<file path="config.mk">
export PLATFORM = sky130hd
export DESIGN_NAME = wb_pipe_reg_flat
export DESIGN_NICKNAME = d
export VERILOG_FILES = /design/src/rtl/wb_pipe_reg_if.sv /design/src/rtl/wb_pipe_reg.sv /design/src/flat_wrapper.sv
export SDC_FILE = /design/constraint.sdc
export NUM_CORES = 1
export LEC_CHECK = 0
export ABC_AREA = 1
export BUFFER_PORTS_ARGS = -buffer_cell sky130_fd_sc_hd__buf_4
export CORE_AREA = 10 10 149 151
export CTS_BUF_LIST = sky130_fd_sc_hd__clkbuf_8
export CTS_CLUSTER_DIAMETER = 200
export DETAILED_ROUTE_END_ITERATION = 8
export DIE_AREA = 0 0 159 161
export SETUP_SLACK_MARGIN = 0.5
export SYNTH_ARGS = -nofsm -noshare
export SYNTH_HDL_FRONTEND = slang
export SYNTH_SLANG_ARGS = --single-unit
</file>
<file path="constraint.sdc">
create_clock -name clk_i -period 2.7 [get_ports clk_i]
set_input_delay 0.405 -clock clk_i [delete_from_list [all_inputs] [get_ports clk_i]]
set_output_delay 0.405 -clock clk_i [all_outputs]
set_load 0.01 [all_outputs]
</file>
<file path="src/rtl/wb_pipe_reg_if.sv">
// MEM->WB stage bus: upstream beat, downstream handshake and held writeback outputs.
// The master modport drives a stage; the slave modport is the stage itself.
interface wb_pipe_reg_if #(
    parameter int DATA_W  = 32,
    parameter int RADDR_W = 5,
    parameter int CNT_W   = 16
);
    logic               valid_i;
    logic               ready_o;
    logic [DATA_W-1:0]  RDData_i;
    logic [DATA_W-1:0]  ALUResult_i;
    logic [RADDR_W-1:0] RDAddr_i;
    logic               RegWrite_i;
    logic               MemToReg_i;
    logic               flush_i;
    logic               valid_o;
    logic               ready_i;
    logic [DATA_W-1:0]  RDData_o;
    logic [DATA_W-1:0]  ALUResult_o;
    logic [RADDR_W-1:0] RDAddr_o;
    logic               RegWrite_o;
    logic               MemToReg_o;
    logic [DATA_W-1:0]  WBData_o;
    logic [CNT_W-1:0]   retired_o;

    modport master (
        output valid_i, RDData_i, ALUResult_i, RDAddr_i, RegWrite_i, MemToReg_i,
        output flush_i, ready_i,
        input  ready_o, valid_o, RDData_o, ALUResult_o, RDAddr_o,
        input  RegWrite_o, MemToReg_o, WBData_o, retired_o
    );

    modport slave (
        input  valid_i, RDData_i, ALUResult_i, RDAddr_i, RegWrite_i, MemToReg_i,
        input  flush_i, ready_i,
        output ready_o, valid_o, RDData_o, ALUResult_o, RDAddr_o,
        output RegWrite_o, MemToReg_o, WBData_o, retired_o
    );
endinterface

</file>
<file path="src/rtl/wb_pipe_reg.sv">
// MEM/WB pipeline register: two-entry skid buffer (SKID=1) or single stalling register (SKID=0),
// with writeback-data select and a wrapping count of retired register writes.
module wb_pipe_reg #(
    parameter int DATA_W  = 32,
    parameter int RADDR_W = 5,
    parameter int SKID    = 1,
    parameter int CNT_W   = 16
) (
    input  logic         clk_i,
    input  logic         rst_i,
    wb_pipe_reg_if.slave bus
);
    typedef struct packed {
        logic [DATA_W-1:0]  rdData;
        logic [DATA_W-1:0]  aluResult;
        logic [RADDR_W-1:0] rdAddr;
        logic               regWrite;
        logic               memToReg;
    } entry_t;

    typedef enum logic [1:0] {
        EMPTY = 2'd0,
        ONE   = 2'd1,
        TWO   = 2'd2
    } state_t;

    state_t           state_p1;
    state_t           stateNext;
    entry_t           main_p1;
    entry_t           skid_p1;
    entry_t           mainNext;
    entry_t           skidNext;
    entry_t           inEntry;
    logic [CNT_W-1:0] retired_p1;
    logic             vld_p1;
    logic             readyOut;
    logic             inXfer;
    logic             outXfer;
    logic             retire;
    logic             regWriteGated;
    logic             memToRegGated;

    assign inEntry = {bus.RDData_i, bus.ALUResult_i, bus.RDAddr_i, bus.RegWrite_i, bus.MemToReg_i};
    assign vld_p1  = (state_p1 != EMPTY);

    // The skid variant derives ready from the held state only, breaking the ready_i path.
    generate
        if (SKID != 0) begin : g_skid
            assign readyOut = (state_p1 != TWO);
        end else begin : g_stall
            assign readyOut = bus.ready_i | ~vld_p1;
        end
    endgenerate

    assign inXfer        = bus.valid_i & readyOut;
    assign outXfer       = vld_p1 & bus.ready_i;
    assign regWriteGated = vld_p1 & main_p1.regWrite;
    assign memToRegGated = vld_p1 & main_p1.memToReg;
    assign retire        = outXfer & regWriteGated;

    always_comb begin
        stateNext = state_p1;
        mainNext  = main_p1;
        skidNext  = skid_p1;
        if (bus.flush_i) begin
            stateNext = EMPTY;
        end else begin
            unique case (state_p1)
                EMPTY: begin
                    if (inXfer) begin
                        stateNext = ONE;
                        mainNext  = inEntry;
                    end
                end
                ONE: begin
                    if (inXfer && outXfer) begin
                        mainNext = inEntry;
                    end else if (inXfer) begin
                        stateNext = TWO;
                        skidNext  = inEntry;
                    end else if (outXfer) begin
                        stateNext = EMPTY;
                    end
                end
                TWO: begin
                    if (outXfer) begin
                        stateNext = ONE;
                        mainNext  = skid_p1;
                    end
                end
                default: stateNext = EMPTY;
            endcase
        end
    end

    // p1: held entries, occupancy and retired counter
    always_ff @(posedge clk_i) begin
        if (rst_i) begin
            state_p1   <= EMPTY;
            main_p1    <= '0;
            skid_p1    <= '0;
            retired_p1 <= '0;
        end else begin
            state_p1 <= stateNext;
            main_p1  <= mainNext;
            skid_p1  <= skidNext;
            if (retire) begin
                retired_p1 <= retired_p1 + CNT_W'(1);
            end
        end
    end

    assign bus.ready_o     = readyOut;
    assign bus.valid_o     = vld_p1;
    assign bus.RDData_o    = main_p1.rdData;
    assign bus.ALUResult_o = main_p1.aluResult;
    assign bus.RDAddr_o    = main_p1.rdAddr;
    assign bus.RegWrite_o  = regWriteGated;
    assign bus.MemToReg_o  = memToRegGated;
    assign bus.WBData_o    = memToRegGated ? main_p1.rdData : main_p1.aluResult;
    assign bus.retired_o   = retired_p1;
endmodule
</file>
<file path="src/flat_wrapper.sv">
// flat-port wrapper written by rule: the top's interface ports become plain ports
module wb_pipe_reg_flat 
#(
    parameter int DATA_W  = 32,
    parameter int RADDR_W = 5,
    parameter int SKID    = 1,
    parameter int CNT_W   = 16
)
  (clk_i, rst_i, bus_valid_i, bus_RDData_i, bus_ALUResult_i, bus_RDAddr_i, bus_RegWrite_i, bus_MemToReg_i, bus_flush_i, bus_ready_i, bus_ready_o, bus_valid_o, bus_RDData_o, bus_ALUResult_o, bus_RDAddr_o, bus_RegWrite_o, bus_MemToReg_o, bus_WBData_o, bus_retired_o);
  wb_pipe_reg_if #(.DATA_W(DATA_W), .RADDR_W(RADDR_W), .CNT_W(CNT_W)) bus_i ();
  input  logic clk_i;
  input  logic rst_i;
  input wire logic [$bits(bus_i.valid_i)-1:0] bus_valid_i;
  input wire logic [$bits(bus_i.RDData_i)-1:0] bus_RDData_i;
  input wire logic [$bits(bus_i.ALUResult_i)-1:0] bus_ALUResult_i;
  input wire logic [$bits(bus_i.RDAddr_i)-1:0] bus_RDAddr_i;
  input wire logic [$bits(bus_i.RegWrite_i)-1:0] bus_RegWrite_i;
  input wire logic [$bits(bus_i.MemToReg_i)-1:0] bus_MemToReg_i;
  input wire logic [$bits(bus_i.flush_i)-1:0] bus_flush_i;
  input wire logic [$bits(bus_i.ready_i)-1:0] bus_ready_i;
  output wire logic [$bits(bus_i.ready_o)-1:0] bus_ready_o;
  output wire logic [$bits(bus_i.valid_o)-1:0] bus_valid_o;
  output wire logic [$bits(bus_i.RDData_o)-1:0] bus_RDData_o;
  output wire logic [$bits(bus_i.ALUResult_o)-1:0] bus_ALUResult_o;
  output wire logic [$bits(bus_i.RDAddr_o)-1:0] bus_RDAddr_o;
  output wire logic [$bits(bus_i.RegWrite_o)-1:0] bus_RegWrite_o;
  output wire logic [$bits(bus_i.MemToReg_o)-1:0] bus_MemToReg_o;
  output wire logic [$bits(bus_i.WBData_o)-1:0] bus_WBData_o;
  output wire logic [$bits(bus_i.retired_o)-1:0] bus_retired_o;
  assign bus_i.valid_i = bus_valid_i;
  assign bus_i.RDData_i = bus_RDData_i;
  assign bus_i.ALUResult_i = bus_ALUResult_i;
  assign bus_i.RDAddr_i = bus_RDAddr_i;
  assign bus_i.RegWrite_i = bus_RegWrite_i;
  assign bus_i.MemToReg_i = bus_MemToReg_i;
  assign bus_i.flush_i = bus_flush_i;
  assign bus_i.ready_i = bus_ready_i;
  assign bus_ready_o = bus_i.ready_o;
  assign bus_valid_o = bus_i.valid_o;
  assign bus_RDData_o = bus_i.RDData_o;
  assign bus_ALUResult_o = bus_i.ALUResult_o;
  assign bus_RDAddr_o = bus_i.RDAddr_o;
  assign bus_RegWrite_o = bus_i.RegWrite_o;
  assign bus_MemToReg_o = bus_i.MemToReg_o;
  assign bus_WBData_o = bus_i.WBData_o;
  assign bus_retired_o = bus_i.retired_o;
  wb_pipe_reg #(.DATA_W(DATA_W), .RADDR_W(RADDR_W), .SKID(SKID), .CNT_W(CNT_W)) u_core (.clk_i(clk_i), .rst_i(rst_i), .bus(bus_i));
endmodule
</file>
# == After elaboration in Yosys (flattened, before gate mapping) ==
# Index checks and enable logic that the tools add are counted.
# Widths: inputs -> output; s select.
# classes
n_addsub,1
eq_ne,8
mux,11
n_bitwise,7
n_reduce_logical,8
# ops
operator,count
$mux 71,3
$pmux 71 s3,1
$mux 32,1
$add 16x1->16 const B,1
$mux 2,5
$reduce_and 4->1,2
$ne 2x1->1 const B,3
$pmux 2 s3,1
$and 1x1->1,5
$reduce_and 5->1,1
$ne 2x2->1 const B,2
$ne 3x1->1 const B,1
$reduce_bool 3->1,1
$eq 2x1->1 const B,1
$eq 2x2->1 const B,1
$logic_not 2->1,1
$not 1->1,2
$reduce_bool 2->1,1
$reduce_or 2->1,1
$logic_and 1x1->1,1
# totals
register_bits,160
inputBits,76
word_cells,47

# == Logic depth before layout (Yosys ltp) ==
# depth
word_depth,6
mapped_depth,10

# == Least setup slack after synthesis ==
# No wires, ideal clock.
# synth_timing
kind,register to output
from,reg u_core.state_p1[0]
to,out bus_WBData_o[22]
arrival_time_ns,1.266
t_required_ns,2.295
setup_slack_ns,1.029
stages_incl_launch_ff,6
cell_sequence,dfxtp_1 nor2_2 nor2_1 clkbuf_1 nand2_1 nand2_1
# synth_between
elab_chain_len,3
# synth_rtl
item,line_no,rtl
from (decl),wb_pipe_reg.sv:27,state_t state_p1;
from (signal assigned),wb_pipe_reg.sv:104,state_p1 <= stateNext;
$reduce_bool 2->1,wb_pipe_reg.sv:44,assign vld_p1 = (state_p1 != EMPTY);
$and 1x1->1,wb_pipe_reg.sv:58,assign memToRegGated = vld_p1 & main_p1.memToReg;
via bus_MemToReg_o,flat_wrapper.sv:27,output wire logic [$bits(bus_i.MemToReg_o)-1:0] bus_MemToReg_o;
$mux 32,wb_pipe_reg.sv:120,assign bus.WBData_o = memToRegGated ? main_p1.rdData : main_p1.aluResult;
to (decl),flat_wrapper.sv:28,output wire logic [$bits(bus_i.WBData_o)-1:0] bus_WBData_o;
# The timed path passes the listed nets, and every way through them passes these cells.

# == Final worst setup path ==
# layout_timing
from,reg u_core.main_p1[0] in the netlist's numbering
to,out bus_WBData_o[22]
# layout_between
elab_chain_len,2
# layout_rtl
item,line_no,rtl
from (decl),wb_pipe_reg.sv:29,entry_t main_p1;
from (signal assigned),wb_pipe_reg.sv:105,main_p1 <= mainNext;
$and 1x1->1,wb_pipe_reg.sv:58,
$mux 32,wb_pipe_reg.sv:120,
# Every way passes these cells.

==> results.ini <==
[run_status]
status = completed

[setup_path]
start_kind = flip-flop
worstPathRequired_ns = 2.30
crit_type = flip-flop to primary output
cp_max_fo = 5
r2r_end = u_core.skid_p1[50]
regToRegSetupSlack_ns = 0.79
r2r_cells = 7
end_kind = primary output
cp.arrival_ns = 1.71
r2r_start = u_core.state_p1[0]

[timing]
worstMarginPinSlew_ns = 1.08
timing.hold.ws_ns = 0.155
finClkSkew_ns = 0.0127
slew_viol_final = 0
grt_setup_unrepaired = no
min_period_ns = 2.12
relSlewSlack_pct = 28.1
hold_viol_final = 0
max_freq_mhz = 472
finalSetupViolations = 0
tns_ns = 0
layout_setup_ws_ns = 0.582
period_share_pct = 78.5

[cells_and_area]
nNetsFinal = 1306
drive_above_1_share_pct = 21.6
fin_util_pct = 49.1
areaGrowthSynthToFinish_pct = 22.3
antenna_cells = 0
seqCellArea_mm2 = 0.00321
multi_input_area_mm2 = 0.00342
num-fill-cells = 2031
fin_area_mm2 = 0.00944

[detailed_routing]
vias = 7498
via_per_inst = 4.98
wl_per_cell_um = 16.5
drc = 0
drt-initial-drc-count = 433
dr.pass1.iters = 5
routed_wl_um = 24900
ant_nets = 0

[yosys]
synth_cell_types = 25
synth_top_cell_by_area = dfxtp_1
syn_area_per_cell_um2 = 6.80
synthTopCellsByArea = dfxtp_1 (41%), nand2_1 (15%), a21oi_1 (7.6%), buf_4 (7.1%), o21ai_0 (6.7%)
ys_seq_elements = 160
async_flop_share_pct = 0
synth_fp_nets = 1212
ys_seq_area_share_pct = 41.5
synth.top_cell.area_share_pct = 41.5
synth_edf_count = 0
ys.flop_type = dfxtp_1
synth_common_cells = nand2_1 (304), dfxtp_1 (160), a21oi_1 (118)
syn_inst = 1135
yosysMostFrequentCell = nand2_1
yosys_warnings = 0
netlist_area_mm2 = 0.00772

[global_route]
grt_use_total_pct = 18.8
gr-usage-met2_pct = 30.0
antenna_found_initial = 0
grt_max_degree = 111
grt_pass1_vias = 7125
grt_overflow_total = 0
grt_pass1_wl_um = 39200
global_route.usage.met1_pct = 24.2
use_met3_pct = 5.57
top_usage_layer = met2

[worst_hold_path]
hp-class = input port to flip-flop
min_from = bus_ready_i
hold_depth = 2
hold_path_end = u_core.state_p1[1]

[clock_network]
clk_pin_slew_worst_paths_ns = 0.09
cts.sinks = 160
clkLatencyLatePin_ns = 0.46
clk_path_buf_depth = 2
cts_made_buffers = 17
root_buffer = clkbuf_8
hold_buffers = 0
htreeDepth = 4
cts_tree = done

[power_and_ir_drop]
pwr-share-comb_pct = 14.3
power.internal_mw = 3.67
p_sw_share_pct = 27.5
p_clk_share_pct = 36.1
sequentialPowerShare_pct = 49.6
p_sw_mw = 1.39
power_density_mw_per_mm2 = 536
ir_worst_vdd_mv = 0.331
total_leakage_power_nw = 4.11

[floorplan]
die_area_mm2 = 0.0256
fp.dieW_um = 159
fp.coreArea_mm2 = 0.0192
start_util_pct = 40.2
ios = 197
dieHeight_um = 161
std_cell_rows = 51

[run]
drv_cap = 0

[place]
hpwl_um = 16900
dp_slack_ns = 0.720
port_buffers = 196
place_area_mm2 = 0.00887
place_congestion = 0.822

==> cell families after synthesis <==
logic type / Yosys count / share of synthesized area [%]
buffers and inverters: 209 / 14.6
xor gates and xnor gates: 3 / 0.340
adders and majority gates: 1 / 0.162
AOI/OAI and AO/OA: 267 / 17.4
DFF: 160 / 41.5
and+or+nand+nor: 495 / 26.1
==> timing repair <==
action	CTS	global route
buffers inserted	2	3
pin swaps	0	1
resized for setup	13	7
cloned	1	0
endpoints found under the setup margin	33	32
==> flip-flops by register name, indices dropped and copies added (netlist names) <==
name	flops
u_core.skid_p1	71
u_core.state_p1	2
u_core.main_p1	2
u_core.bus.ALUResult_o	32
u_core.bus.RDAddr_o	5
u_core.bus.retired_o	16
u_core.bus.RDData_o	32
==> per-layer routing <==
| metal | wire [um] | vias up |
|---|---|---|
| met5 | 0 | - |
| li1 | - | 3795 |
| met4 | 387 | 0 |
| met2 | 11600 | 231 |
| met3 | 1710 | 22 |
| met1 | 11200 | 3450 |
==> critical path, cell delays in order, from the launching register on <==
cell and delay, ns:
dfxtp_2 0.36, clkinvlp_4 0.14, buf_12 0.16, o21ai_0 0.34
nand2_1 0.10, buf_4 0.16
==> layout make-up <==
cell class                 count  share of cell area (%)
multi-input combinational    766                    36.3
sequential                   160                    34.0
timing repair buffer         221                    19.3
tap                          265                    3.51
clock buffer                  20                    2.92
inverter                      63                    2.55
clock inverter                12                    1.43
==> how the worst max path moves through the flow <==
stage	from	endpoint	slack (ns)	cells past startpoint
after detailed placement	u_core.state_p1[0]	u_core.bus.ALUResult_o[22]	0.72	8
final	u_core.main_p1[0]	bus_WBData_o[22]	0.58	5
after CTS	u_core.state_p1[1]	bus_WBData_o[31]	0.49	7
after global routing	u_core.main_p1[0]	bus_WBData_o[23]	0.48	5
after floorplan	u_core.state_p1[0]	bus_WBData_o[22]	1.03	5
after global placement	u_core.state_p1[0]	u_core.bus.ALUResult_o[19]	0.72	8
==> power groups by stage <==
stage / clock network (mW) / logic, mW / registers, mW
floorplan: 0 / 0.434 / 2.54
global placement: 0 / 0.697 / 2.56
detailed placement: 0 / 0.700 / 2.56
CTS: 1.88 / 0.722 / 2.51
global route: 1.98 / 0.803 / 2.52
finish: 1.83 / 0.723 / 2.51
==> layout by cell type, fill, tap and decap left out, types with 2 or more instances in the layout <==
cell type / instances
nor3_1: 7
nand2_4: 2
nor2_4: 3
inv_1: 60
clkinv_4: 4
nand4_1: 5
dfxtp_2: 2
dfxtp_1: 157
nand3_1: 80
o21ai_0: 97
clkinvlp_4: 4
xnor2_1: 2
o21ai_1: 50
buf_4: 208
bufinv_16: 2
inv_2: 3
clkbuf_8: 20
nor3b_1: 3
nand2_2: 2
nor2_1: 88
buf_12: 11
a21oi_1: 118
nand2_1: 303
==> per-stage QoR <==
step	instances	power (mW)
2_1_floorplan	1135	2.97
3_3_place_gp	1469	3.26
3_5_place_dp	1469	3.26
4_1_cts	1504	5.11
5_1_grt	1507	5.30
6_report	1507	5.06
Power figures use the tool's default switching activity.
